[config.mk]
export PLATFORM = sky130hd
export DESIGN_NAME = sample_channel_sequencer
export DESIGN_NICKNAME = d
export VERILOG_FILES = /design/src/rtl/sample_channel_sequencer.sv
export SDC_FILE = /design/constraint.sdc
export NUM_CORES = 1
export LEC_CHECK = 0
export CAP_MARGIN = 40
export CORE_MARGIN = 2
export CORE_UTILIZATION = 52
export CTS_CLUSTER_SIZE = 20
export DETAILED_ROUTE_END_ITERATION = 8
export PLACE_DENSITY = 0.78
export SYNTH_ARGS = -nofsm -noshare
export SYNTH_HDL_FRONTEND = slang
export SYNTH_SLANG_ARGS = --single-unit
[constraint.sdc]
create_clock -name clk -period 2 [get_ports clk]
set_input_delay 0.4 -clock clk [delete_from_list [all_inputs] [get_ports clk]]
set_output_delay 0.4 -clock clk [all_outputs]
set_load 0.005 [all_outputs]
[src/rtl/sample_channel_sequencer.sv]
// sample_channel_sequencer: steps through channel slots and sample positions,
// settling after each channel select and strobing one shift per captured sample.
module sample_channel_sequencer #(
   parameter int NUM_CHANNELS      = 14,
   parameter int SAMPLES_PER_FRAME = 10,
   parameter int SETTLE_CYCLES     = 3
) (
   input  logic       clk,
   input  logic       reset,
   input  logic       start,
   input  logic       stop,
   input  logic       continuous,
   input  logic       sample_valid,
   output logic [3:0] ch_sel,
   output logic [3:0] sample_idx,
   output logic       shift_en,
   output logic       frame_done,
   output logic       busy,
   output logic       overrun
);

   localparam logic [3:0] LP_CH_LAST  = 4'(NUM_CHANNELS - 1);
   localparam logic [3:0] LP_IDX_LAST = 4'(SAMPLES_PER_FRAME - 1);
   localparam logic [3:0] LP_SETTLE   = 4'(SETTLE_CYCLES);

   typedef enum logic [1:0] {
      S_IDLE,
      S_SETTLE,
      S_CAPTURE,
      S_NEXT
   } state_t;

   state_t     r_state;
   state_t     w_state_nxt;
   logic [3:0] r_settle_cnt;
   logic [3:0] w_settle_cnt_nxt;
   logic       r_stop_pend;
   logic       w_stop_pend_nxt;
   logic [3:0] r_ch;
   logic [3:0] w_ch_nxt;
   logic [3:0] r_idx;
   logic [3:0] w_idx_nxt;
   logic       r_shift;
   logic       w_shift_nxt;
   logic       r_fd;
   logic       w_fd_nxt;
   logic       r_busy;
   logic       w_busy_nxt;
   logic       r_ovr;
   logic       w_ovr_nxt;
   logic       w_last_ch;
   logic       w_last_idx;
   logic       w_term;

   assign w_last_ch  = (r_ch == LP_CH_LAST);
   assign w_last_idx = (r_idx == LP_IDX_LAST);

   // Next-state and next-output decode; outputs are registered from these.
   always_comb begin
      w_state_nxt      = r_state;
      w_settle_cnt_nxt = r_settle_cnt;
      w_stop_pend_nxt  = r_stop_pend;
      w_ch_nxt         = r_ch;
      w_idx_nxt        = r_idx;
      w_ovr_nxt        = r_ovr;
      w_shift_nxt      = 1'b0;
      w_fd_nxt         = 1'b0;
      w_term           = 1'b0;
      unique case (r_state)
         S_IDLE: begin
            if (start && !stop) begin
               w_state_nxt      = S_SETTLE;
               w_ch_nxt         = 4'd0;
               w_idx_nxt        = 4'd0;
               w_settle_cnt_nxt = LP_SETTLE;
               w_ovr_nxt        = 1'b0;
               w_stop_pend_nxt  = 1'b0;
            end
         end
         S_SETTLE: begin
            if (stop) w_stop_pend_nxt = 1'b1;
            if (sample_valid) w_ovr_nxt = 1'b1;
            if (r_settle_cnt <= 4'd1) begin
               w_state_nxt      = S_CAPTURE;
               w_settle_cnt_nxt = 4'd0;
            end else begin
               w_settle_cnt_nxt = r_settle_cnt - 4'd1;
            end
         end
         S_CAPTURE: begin
            if (stop) w_stop_pend_nxt = 1'b1;
            if (sample_valid) begin
               w_state_nxt = S_NEXT;
               w_shift_nxt = 1'b1;
               w_fd_nxt    = w_last_ch && w_last_idx;
            end
         end
         S_NEXT: begin
            if (sample_valid) w_ovr_nxt = 1'b1;
            if (!w_last_ch) begin
               w_ch_nxt = r_ch + 4'd1;
            end else begin
               w_ch_nxt = 4'd0;
               if (w_last_idx) w_idx_nxt = 4'd0;
               else            w_idx_nxt = r_idx + 4'd1;
            end
            // a stop seen in this very cycle still ends the run here
            w_term = r_stop_pend || stop || (r_fd && !continuous);
            if (w_term) begin
               w_state_nxt      = S_IDLE;
               w_stop_pend_nxt  = 1'b0;
               w_settle_cnt_nxt = 4'd0;
            end else begin
               w_state_nxt      = S_SETTLE;
               w_settle_cnt_nxt = LP_SETTLE;
            end
         end
         default: begin
            w_state_nxt = S_IDLE;
         end
      endcase
      w_busy_nxt = (w_state_nxt != S_IDLE);
   end

   // State, counters and registered outputs; reset wins over everything.
   always_ff @(posedge clk) begin
      if (reset) begin
         r_state      <= S_IDLE;
         r_settle_cnt <= 4'd0;
         r_stop_pend  <= 1'b0;
         r_ch         <= 4'd0;
         r_idx        <= 4'd0;
         r_shift      <= 1'b0;
         r_fd         <= 1'b0;
         r_busy       <= 1'b0;
         r_ovr        <= 1'b0;
      end else begin
         r_state      <= w_state_nxt;
         r_settle_cnt <= w_settle_cnt_nxt;
         r_stop_pend  <= w_stop_pend_nxt;
         r_ch         <= w_ch_nxt;
         r_idx        <= w_idx_nxt;
         r_shift      <= w_shift_nxt;
         r_fd         <= w_fd_nxt;
         r_busy       <= w_busy_nxt;
         r_ovr        <= w_ovr_nxt;
      end
   end

   assign ch_sel     = r_ch;
   assign sample_idx = r_idx;
   assign shift_en   = r_shift;
   assign frame_done = r_fd;
   assign busy       = r_busy;
   assign overrun    = r_ovr;

endmodule

Yosys cells after proc, flatten, opt, wreduce, memory -nomap -nowiden
Index checks and enable logic that the tools add are counted.
Operators by class
  bitwise gates (word level): 2
  $lt $le $gt $ge: 1
  equal/unequal tests: 10
  div/mod/pow operators: 0
  shift-type cells: 0
  reduce and logical (&&, ||, !) cells: 21
  $add $sub $neg: 3
  multipliers: 0
  multiplexer cells: 22
Operators by type and width (count)
  $mux W4: 6
  $pmux W4 S2: 2
  $pmux W4 S3: 1
  $reduce_and A3 Y1: 3
  $add A4 B1 Y4 const B: 2
  $eq A4 B4 Y1 const B: 2
  $mux W2: 4
  $pmux W2 S4: 1
  $mux W1: 6
  $ne A2 B2 Y1 const B: 3
  $reduce_bool A2 Y1: 3
  $reduce_or A2 Y1: 3
  $eq A2 B2 Y1 const B: 2
  $le A4 B1 Y1 const B: 1
  $ne A2 B1 Y1 const B: 2
  $reduce_and A2 Y1: 2
  $sub A4 B1 Y4 const B: 1
  $logic_and A1 B1 Y1: 3
  $pmux W1 S3: 1
  $reduce_bool A3 Y1: 1
  $reduce_or A3 Y1: 1
  $eq A2 B1 Y1 const B: 1
  $logic_not A1 Y1: 2
  $logic_not A2 Y1: 1
  other kinds (3): 5
Storage, ports and cells
  logic and storage cells: 68
  memories kept: 0
  register bits: 19
  output and inout port bits: 12
  bits in read-only memories: 0
  RAM bits: 0
  bits in latches: 0
  bits of input ports: 6

Longest topological paths before layout
  depth after elaboration: 6
  depth in mapped cells: 7

Worst setup path before layout
OpenSTA, ideal clock, no wires.
  kind: register -> register
  from: register r_state[0]
  to: register r_ch[3], in the netlist ch_sel[3]
  cell stages (with the launch flop): 7
  setup slack: 0.217 ns
  setup time: 0.071 ns
  data required time: 1.929 ns
  arrival time: 1.712 ns
  buffers on the path: 1
  cells stage by stage: dfxtp_1 inv_1 ha_1 buf_2 mux2_4 or4_1 a21oi_1
Between the ends
  word-level cells in the longest chain between the ends: 3
Ends and longest elaborated chain
  start, declared: line 33  | state_t r_state;
  start signal, assigned: line 138  | r_state <= w_state_nxt;
  $eq A2 B2 Y1 or $logic_not A2 Y1 (tied branches): line 69  | unique case (r_state)
  $reduce_bool A2 Y1 (no line) or $ne A2 B2 Y1 (tied branches)
  $reduce_and A2 Y1 (no line)
  end signal, assigned: line 141  | r_ch <= w_ch_nxt;
  end, declared: line 39  | logic [3:0] r_ch;
Parallel ways exist; a longest one is shown, timed or not.
A chain may end at the register's enable or synchronous reset.

Final worst setup path
Same ends and word-level chain as after synthesis.

==> results by group <==
Timing
  • Pins Over Slew Limit: 0
  • Setup_tns: 0 ns
  • Worst Max-Slew Pin Slew: approximately 0.35 ns
  • Final worst slack: approximately 0.13 ns
  • Hold Slack: around 0.53 ns
  • Slew margin rel.: 0.770
  • Fmax: between 0.5 and 0.6 GHz
  • Finish-stage setup viols: 0
  • Clock skew: between 0.001 and 0.0015 ns
  • Min Tclk post-route: between 1.5 and 2 ns
  • Hold Vio Cnt, Final: 0
  • Unrepaired setup endpoints after global routing: no
  • Tcrit/Tclk final: 0.933

Worst setup path
  • Reg2reg setup slack: 0.13 ns
  • Delay of the slowest critical-path stage: 0.47 ns
  • R2R cell count: 5
  • Worst Setup End Kind: flop
  • WS Path Type: flop to flop
  • R2r endpoint: ch_sel[3]$_SDFFE_PP0P_
  • Arrival time worst endpoint: roughly 2.1 ns
  • CP max-delay cell: or4_1
  • Worst setup endpoint: ch_sel[3]$_SDFFE_PP0P_
  • WP data required: approximately 2.2 ns
  • CP Cell Sequence: inv_1 > ha_1 > mux2_4 > or4_1 > a21oi_1
  • Startpoint types: flop
  • CP max FO: 9
  • Worst Setup SP: r_state[0]$_SDFF_PP0_
  • Worst r2r src: r_state[0]$_SDFF_PP0_

Routing
  • Antenna-violating nets left: 0
  • Via count: about 1100
  • Drt via density: 6.02
  • Routed wire length: 2510 microns
  • Drt first pass iters: 4
  • Residual DRC: 0
  • First DRT Iteration DRCs: 23
  • WL per Instance: about 14 microns

Die
  • DIE AREA: 0.00259 sq mm
  • Die height: between 50 and 60 microns
  • Die width: between 50 and 60 microns
  • Starting Density: 0.566
  • Core ar.: 0.00202 sq mm
  • Ports: 18
  • Row Count: 16

Place
  • # port buffers: 17
  • Post-DP HPWL: roughly 1800 microns
  • Post-Place Worst Slack: 0.0504 ns
  • Final GP Congestion: 0.863
  • Dpl cells: between 150 and 200

Synth
  • FF+latch count, synth: 19
  • Synth area leader: dfxtp_1
  • Ys flop type: dfxtp_1
  • Synthesized area: approximately 0.0011 sq mm
  • Top post-synthesis cells by area: dfxtp_1, ha_1, a21oi_1
  • Mapped Cells: between 100 and 150
  • Post-synth EDFFs: 0
  • Ys Warns: 0
  • Ys async rst share: 0
  • Synthesized Nets: 146
  • Syn_area_per_cell: 8.93 sq um
  • Sequential-to-total area share from yosys stat: 0.333
  • Synth cell types: roughly 40
  • Post-synth top area share: 0.333

Clock network
  • # Post-CTS Setup Buffers: 0
  • Post-CTS Hold Buffers: 0
  • Resized cells post-CTS: 0
  • Latest clock arrival within the worst-skew pair: approximately 0.3 ns
  • Clk sink count: 19
  • Clk pin slew, worst setup/hold paths: approximately 0.11 ns
  • TritonCTS clock tree: yes
  • CTS Buf Count: 3
  • Htree depth: 1
  • Max clock buf depth: 2
  • Clk root buf: clkbuf_4

Finish
  • Antenna cell count: 0
  • Area Growth Syn to Fin: 21.4%
  • Commonest non-fill, non-tap cells in the layout: dfxtp_1, clkdlybuf4s50_1, a21oi_1, ha_1, nand2_1
  • Share of layout cells above drive strength 1: 0.107
  • Post-layout net count: about 170
  • Commonest non-fill, non-tap cell in the layout: dfxtp_1
  • FILL cells: 167
  • Finished Layout Cells: between 150 and 200

Global routing
  • First-pass GRT wire length: 4330 microns
  • Grt total ovfl: 0
  • Antenna violations before repair: 0
  • Vias in the first global route: 981
  • Total GRT Usage: 0.218
  • Largest net degree at the start of global routing: 13

Flow run
  • Maximum capacitance violations: 0

Power
  • PD cells: 1010 mW/mm^2
  • Worst-case vdd ir drop: around 0.00076 V
  • Static leakage: ~0.54 nW

Worst hold path
  • Worst hold path class: flop to flop

Outcome
  • Outcome: complete, no violations
==> state kept, by name (all words and copies together) (netlist names) <==
name / cells
overrun: 1
ch_sel: 4
shift_en: 1
r_settle_cnt: 4
busy: 1
r_stop_pend: 1
sample_idx: 4
r_state: 2
frame_done: 1
==> layer usage <==
metal,up-vias,part of all wire,global-route usage
met2,31,0.46,0.351
met5,-,0,0
met4,0,0.0020,0.0676
met3,2,0.047,0.0263
li1,526,-,-
met1,506,0.49,0.306
==> worst min-delay path by stage <==
stage,startpoint,to,slack (ns),cells past startpoint
CTS,overrun$_SDFFE_PP0P_,overrun$_SDFFE_PP0P_,0.53,2
detailed placement,overrun$_SDFFE_PP0P_,overrun$_SDFFE_PP0P_,0.49,2
finish,ch_sel[1]$_SDFFE_PP0P_,ch_sel[1]$_SDFFE_PP0P_,0.53,2
global route,ch_sel[1]$_SDFFE_PP0P_,ch_sel[1]$_SDFFE_PP0P_,0.58,2
floorplan,overrun$_SDFFE_PP0P_,overrun$_SDFFE_PP0P_,0.48,2
global placement,overrun$_SDFFE_PP0P_,overrun$_SDFFE_PP0P_,0.48,2
==> final cells by class <==
class | instances | area (sq um) | share of cell area
repair buffers | 23 | 215 | 0.155
flip-flops and latches | 19 | 380 | 0.274
well taps | 27 | 33.8 | 0.0243
clock buffers | 3 | 22.5 | 0.0162
multi-input cells | 96 | 702 | 0.505
inverters | 8 | 30.0 | 0.0216
clock inverters | 1 | 5.00 | 0.00360
==> metrics by stage <==
| stage | area, sq um | power, mW | utilization |
|---|---|---|---|
| floorplan | 1140 | 1.00 | - |
| global placement | 1360 | 1.17 | 0.673 |
| detailed placement | 1360 | 1.18 | 0.673 |
| CTS | 1390 | 1.39 | 0.687 |
| global route | 1390 | 1.50 | 0.687 |
| finish | 1390 | 1.40 | 0.687 |
==> cell usage after synthesis (all sizes together) (2+ instances only) <==
master	number
a211oi	2
a21o	2
a21oi	12
and3	4
buf	3
clkbuf	2
dfxtp	19
ha	12
inv	7
mux2i	2
nand2	8
nand3	4
nand4	2
nand4b	2
nor2	3
nor2b	5
nor3	2
o2111ai	2
o211ai	5
o21ai	5
o311ai	2
o31ai	2
o41ai	2
or2	2
or3	2
or4	3
==> power breakdown <==
| group | internal, mW | total, mW | switching [mW] |
|---|---|---|---|
| Sequential | 0.446 | 0.510 | 0.0645 |
| Clock | 0.0745 | 0.201 | 0.127 |
| Combinational | 0.320 | 0.685 | 0.365 |
==> worst max-delay path, delay by kind of cell, from the launching register on <==
kind	cells	cell delay (ns)
buffers and inverters	1	0.15
adder cells (fa/ha/maj)	1	0.26
AO/OA/AOI/OAI	1	0.15
AND/OR/NAND/NOR	1	0.47
flip-flops	1	0.43
multiplexers	1	0.35
==> kinds of logic after synthesis <==
family	after synthesis	share of synthesized area
buf+inv	13	0.0536
flops	19	0.333
simple gates	40	0.208
compound gates	41	0.244
fa+ha+maj	12	0.131
mux	3	0.0306
(Power assumes the default switching activity.)
